`src/rtl/soc_system_sysid_lat_cnt.sv`:
```
// Loadable 3-bit down-counter that flags zero; times the readdata latency.
module soc_system_sysid_lat_cnt (
  input  logic       clock,
  input  logic       reset_n,
  input  logic       load_i,
  input  logic [2:0] load_val_i,
  input  logic       dec_i,
  output logic       zero_o
);

  logic [2:0] cnt_q, cnt_d;

  always_comb begin
    cnt_d = cnt_q;
    if (load_i) begin
      cnt_d = load_val_i;
    end else if (dec_i && (cnt_q != 3'd0)) begin
      cnt_d = cnt_q - 3'd1;
    end
  end

  always_ff @(posedge clock) begin
    if (!reset_n) begin
      cnt_q <= 3'd0;
    end else begin
      cnt_q <= cnt_d;
    end
  end

  assign zero_o = (cnt_q == 3'd0);

endmodule

```
`config.mk`:
```
export PLATFORM = sky130hd
export DESIGN_NAME = soc_system_sysid_lat_cnt
export DESIGN_NICKNAME = d
export VERILOG_FILES = /design/src/rtl/soc_system_sysid_lat_cnt.sv
export SDC_FILE = /design/constraint.sdc
export NUM_CORES = 1
export LEC_CHECK = 0
export CAP_MARGIN = 15
export CORE_AREA = 2 2 39 41
export DETAILED_ROUTE_END_ITERATION = 8
export DIE_AREA = 0 0 41 43
export SLEW_MARGIN = 10
export SYNTH_ARGS = -nofsm -noshare
export SYNTH_HDL_FRONTEND = slang
export SYNTH_SLANG_ARGS = --single-unit
```
`constraint.sdc`:
```
create_clock -name clock -period 2 [get_ports clock]
set_clock_uncertainty 0.2 [all_clocks]
set_input_delay 0.3 -clock clock [delete_from_list [all_inputs] [get_ports clock]]
set_output_delay 0.3 -clock clock [all_outputs]
set_load 0.03 [all_outputs]
```
# --- After elaboration in Yosys (flattened, before gate mapping) ---
# Index checks and enable logic that the tools add are counted.
word_totals:
  reg_bits: 3
  input_bits: 7
  elab_cells: 8
op_classes:
  n_addsub: 1
  mux: 2
  reduce_logical: 4
op_table:
  columns: ["op", "n"]
  rows:
  - ["3-bit two-way mux", 2]
  - ["3-bit logical NOT", 1]
  - ["3-bit nonzero test", 1]
  - ["3-bit by 1-bit subtractor with 3-bit output, second input constant", 1]
  - ["2-bit nonzero test", 1]
  - ["1-bit logical AND", 1]

# --- Longest topological paths before layout ---
logic_depth:
  depth_word: 4
  mapped_depth: 6
  depth_no_buf: 6

# --- Least setup slack after synthesis ---
# Ideal clock, no wire load.
synth_timing:
  kind: "register to register"
  start: "register cnt_q[0]"
  end: "register cnt_q[1]"
  arrival_time_ps: 1248
  path_slack_ps: 427
  path_stages_with_launch: 7
  n_path_buf: 0
  path_cell_list: "dfxtp_1 inv_1 ha_1 ha_1 nand3b_1 o211ai_1 a21boi_0"
synth_between:
  elab_chain_len: 3
  word_cells_on_any_way: 6
  cone_classes: "add/sub (1); mux (2); reduce/logical (3)"
synth_rtl:
  columns: ["item", "line", "text"]
  rows:
  - ["from (decl)", "11", "logic [2:0] cnt_q, cnt_d;"]
  - ["from (signal assigned)", "26", "cnt_q <= cnt_d;"]
  - ["3-bit by 1-bit subtractor with 3-bit output / 3-bit nonzero test (equally long branches)", "18, 17", null]
  - ["3-bit two-way mux / 1-bit logical AND (equally long branches)", "17", "end else if (dec_i && (cnt_q != 3'd0)) begin"]
  - ["3-bit two-way mux / 2-bit nonzero test (equally long branches)", null, null]
# Several ways; a longest one is shown, not always the timed one. The select of a mux whose other input is x is not followed.
# A chain may end at the register's enable or synchronous reset.

# --- Worst setup path in the final report ---
layout_timing:
  start: "register cnt_q[0]"
  end: "output port zero_o"
layout_between:
  elab_chain_len: 1
layout_rtl:
  columns: ["item", "line", "text"]
  rows:
  - ["3-bit logical NOT", "30", "assign zero_o = (cnt_q == 3'd0);"]
  - ["to (decl)", "8", "output logic zero_o"]
# Every way passes these cells.

==> summary.md <==
| Metric | Value |
|---|---|
| Outcome | complete, no violations |
| Htree depth | 1 |
| CTS Root Cell | clkbuf_4 |
| CP Class | flip-flop to output pin |
| Buf/Inv on CP | 2 |
| Post-synthesis cell count | 21 |
| Synth warnings | 0 |
| Drt via density | 3.45 |
| Max IR drop VDD | 215 uV |
| Num rows | 14 |
| Max Slew Vio Count | 0 |
| #FFs+latches synth | 3 |
| Most common cell after layout, fill and taps aside | clkdlybuf4s50_1 |
| Crit start category | flip-flop |
| Wire per inst | 7.02 um |
| Largest net degree at the start of global routing | 5 |
| Worst hold path type | flip-flop to flip-flop |
| Die H | 43 um |
| Final Power | between 200 and 250 uW |
| CP max-delay cell | dlygate4sd2_1 |
| Max stage delay on crit path | 0.35 ns |
| Largest fanout on the critical path | 2 |
| Die area | 1760 um^2 |
| Logic pwr share | between 20% and 30% |
| CP dominant cell by count | ha_1 |
| Reg with most FFs | cnt_q |
| Power density over the cells | 760 nW/um^2 |
| Seq/Total Area, Yosys | 32.4% |
| Top-area cell type share of the netlist area | 32.4% |
| GRT Residual Overflow | 0 |
| Placed Area | 283 um^2 |
| Max FFs per register | 3 |
| Top Ports | 8 |
| Final WL | approximately 340 um |
| Vias in the first global route | 166 |
| Clock buffer depth | 2 |
| Layout cells sized above 1 | around 15% |
| Commonest cells after routing, fill and taps aside | clkdlybuf4s50_1 (6), inv_1 (4), clkbuf_4 (3), dfxtp_1 (3) |
| Seq pwr share | slightly below 30% |
| Max-cap violation count | 0 |
| RD Place Congestion | 0.587 |
| Cell Int Power | 174 uW |
| DRT iter0 DRCs | 8 |
| Mean Syn Cell Area | 8.82 um^2 |
| GRT Total Usage | under 10% |
| Resized Gates After CTS | 1 |
| CTS sink count | 3 |
| Distinct cell type count after synthesis | 11 |
| Final Cycle Share | approximately 92% |
| Initial core utilization | between 10% and 20% |
| Clock Latency Late Sink | ~0.23 ns |
| Antenna cells | 0 |
| 1st-pass router iterations | 2 |
| Slew headroom | 80.4% |
| Area delta synth->final | 66.2% |
| Clock transition at the registers of the reported paths | around 0.040 ns |
| Clock power share | between 40% and 50% |
| Final hold vios | 0 |
| Total CTS buffers | 3 |
| Unrepaired setup endpoints after global routing | false |
| Vias | about 170 |
| WP data required | 1.50 ns |
| Top cells by area, synth | dfxtp_1 (32%), ha_1 (14%), a21boi_0 (8.1%) |
| Top flop regs | cnt_q (3) |
| First-pass GRT wire length | 593 um |
| Nets | 43 |
| Mapped cell area | between 150 and 200 um^2 |
| Post-route DRC | 0 |
| Max Fclk | 0.544 GHz |
| CTS tree | yes |
| Minimum hold slack | 0.361 ns |
| Antenna violations before repair | 0 |
| Finish-stage setup viols | 0 |
| Post-CTS setup-driven buffer insertion count | 0 |
| Critical-path cell list | inv_1 -> ha_1 -> ha_1 -> dlygate4sd2_1 |
| Switching share of power | 25.8% |
| Crit. End Element | output pin |
| Largest area contributor in the netlist | dfxtp_1 |
| Pleak | around 0.00012 uW |
| CORE AREA | 1380 um^2 |
| Crit path time final | between 1.5 and 2 ns |
| Slew @ Worst Pin | 0.295 ns |
| Buffers on Ports | 7 |
| Post-route cell area | ~310 um^2 |
| Utilization after layout | 22.2% |
| Aggregate negative setup slack | 0 ns |
| Switching power | about 60 uW |
| DIE WIDTH | between 40 and 50 um |
| CTS Hold Buffers Added | 0 |
| CP Data Arrival Time | 1.34 ns |
| Delay-heaviest family, CP | buffers and inverters |
| DRT antenna net count | 0 |
| Net count after synthesis | 30 |
tightest hold or removal path, cell delays in order (launching register included):
cell and delay, ns:
dfxtp_1 0.33, xnor2_1 0.12, a21oi_1 0.06
cell families (layout without fill, tap and decap cells):
group                    count (synthesis)  after routing  synth area share, %
XOR/XNOR                                 1              1                 4.73
AO/OA/AOI/OAI                            6              6                 21.6
flip-flops                               3              3                 32.4
AND/OR/NAND/NOR                          5              5                 19.6
buffers and inverters                    4             16                 8.11
adder cells (fa/ha/maj)                  2              2                 13.5
worst paths after layout:
kind                                       startpoint                     to  slack [ns]  cells after the start
worst max-delay path            cnt_q[0]$_SDFFE_PN0P_                 zero_o        0.16                      4
worst min-delay path            cnt_q[0]$_SDFFE_PN0P_  cnt_q[0]$_SDFFE_PN0P_        0.36                      2
worst max register to register  cnt_q[0]$_SDFFE_PN0P_  cnt_q[1]$_SDFFE_PN0P_        0.41                      7
worst min register to register  cnt_q[0]$_SDFFE_PN0P_  cnt_q[0]$_SDFFE_PN0P_        0.36                      2
metrics by stage:
stage	setup slack [ns]	instances
floorplan	0.427	21
global placement	0.166	45
detailed placement	0.155	45
CTS	0.140	49
global route	0.0821	49
finish	0.162	49
Yosys cell counts:
master,number
inv_1,4
dfxtp_1,3
a21boi_0,2
ha_1,2
nand2_1,2
nand3b_1,2
o211ai_1,2
a21oi_1,1
nor2b_4,1
o21ai_0,1
xnor2_1,1
area by class of cell:
| type | instances | area, um^2 |
|---|---|---|
| Clock buffer | 4 | 26.3 |
| Fill cell | 158 | 1080 |
| Inverter | 4 | 15.0 |
| Multi-Input combinational cell | 14 | 110 |
| Sequential cell | 3 | 60.1 |
| Tap cell | 16 | 20.0 |
| Timing Repair Buffer | 8 | 76.3 |
per-layer routing:
layer,GRT usage (%),up-vias,wire [um]
met5,0,-,0
met4,6.00,0,0
met3,3.14,0,36
met2,5.00,8,142
met1,7.37,67,166
li1,-,94,-
power by group through the flow:
stage	Sequential (uW)	Clock (uW)	Combinational [uW]
3_3_place_gp	68.8	0	62.8
2_1_floorplan	68.6	0	36.6
6_report	68.0	105	60.6
3_5_place_dp	69.0	0	63.7
5_1_grt	68.6	117	68.9
4_1_cts	68.0	111	61.8
(Power assumes the default switching activity.)
==> RTL edit: new RTL, same flow settings <==
Make the reset (`reset_n`) asynchronous in one clocked block.
--- a/src/rtl/soc_system_sysid_lat_cnt.sv
+++ b/src/rtl/soc_system_sysid_lat_cnt.sv
@@ -19,7 +19,7 @@
     end
   end
 
-  always_ff @(posedge clock) begin
+  always_ff @(posedge clock or negedge reset_n) begin
     if (!reset_n) begin
       cnt_q <= 3'd0;
     end else begin
Formal check against the unedited RTL: differs if reset_n is asserted again (counterexample within 4 cycles, from zero or initial values and one cycle with reset_n low); with reset_n held inactive, the same outputs for 10 cycles.
==> RTL edit against the unedited design <==
Routed wire length rose by 31%; sequential cell count did not move; worst setup slack improved by 0.060 ns; total power rose by 11%; design area rose by 0.81%; synthesized cell count fell by 9.5%; register-to-register slack got worse by 0.10 ns; count of clock-buffer cells in the layout did not move; combinational power rose by 18%; synthesized area rose by 12%; non-clock buffer count fell by 1; worst hold slack got worse by 0.32 ns; largest cell class unchanged; largest power group unchanged.
==> RTL edit: results <==
run_status:
  outcome: "complete, no violations"
detailed_routing:
  route.vias.total: 177
  route.met2.wl_um: 237
  drt_iter0_markers: 2
synthesis:
  synthArstFlopShare: 1.00
  syn_nets: 28
  yosys-top-cells-count: "3 x a221o_1, 3 x dfrtp_1, 3 x inv_1, 3 x nor4b_1"
  synthDistinctLibCells: 9
  synth_compound_area_frac: 0.145
  synth_area_per_cell_um2: 10.9
  ys.flop_type: "dfrtp_1"
  synthTopCellsByArea: "dfrtp_1 36%, a221o_1 14%, nor4b_1 13%"
setup_path:
  slowest_stage: "dfrtp_1"
  crit_family: "adder cells"
  cp_max_fo: 5
power_and_ir_drop:
  leakagePower_nw: 0.133
global_route:
  grt_usage: 0.0815
  grt_pass1_wl_um: 834
  use_met1: 0.100
  grt_pass1_vias: 195
finish:
  seqCellArea_um2: 75.1
  n_fill_cell: 152
  n_all_buffers: 7
worst_hold_path:
  hold_class: "in2async"
place:
  place_area_um2: 284
  gp_congestion: 0.670
  dpl.cell_count: 41
RTL edit: logic make-up after synthesis:
kind of cell             count (synthesis)
adder cells (fa/ha/maj)                  2
AND/OR/NAND/NOR                          7
AO/OA/AOI/OAI                            3
buffers and inverters                    4
flip-flops                               3
RTL edit: power by group through the flow:
stage                     Clock, W  Combinational, W  Sequential, W
after CTS                 0.000120         0.0000722      0.0000772
after global routing      0.000127         0.0000820      0.0000785
after global placement           0         0.0000709      0.0000778
final                     0.000110         0.0000715      0.0000773
after detailed placement         0         0.0000724      0.0000768
after floorplan                  0         0.0000499      0.0000753
RTL edit: worst paths after layout:
path                           from  endpoint  slack [ns]  cells past startpoint
max                        cnt_q[0]    zero_o        0.22                      4
min                         reset_n  cnt_q[0]        0.05                      1
max reg2reg                cnt_q[0]  cnt_q[0]        0.31                      5
min reg2reg                cnt_q[2]  cnt_q[2]        0.45                      2
max in group asynchronous   reset_n  cnt_q[1]        1.41                      1
min in group clock         cnt_q[2]  cnt_q[2]        0.45                      2
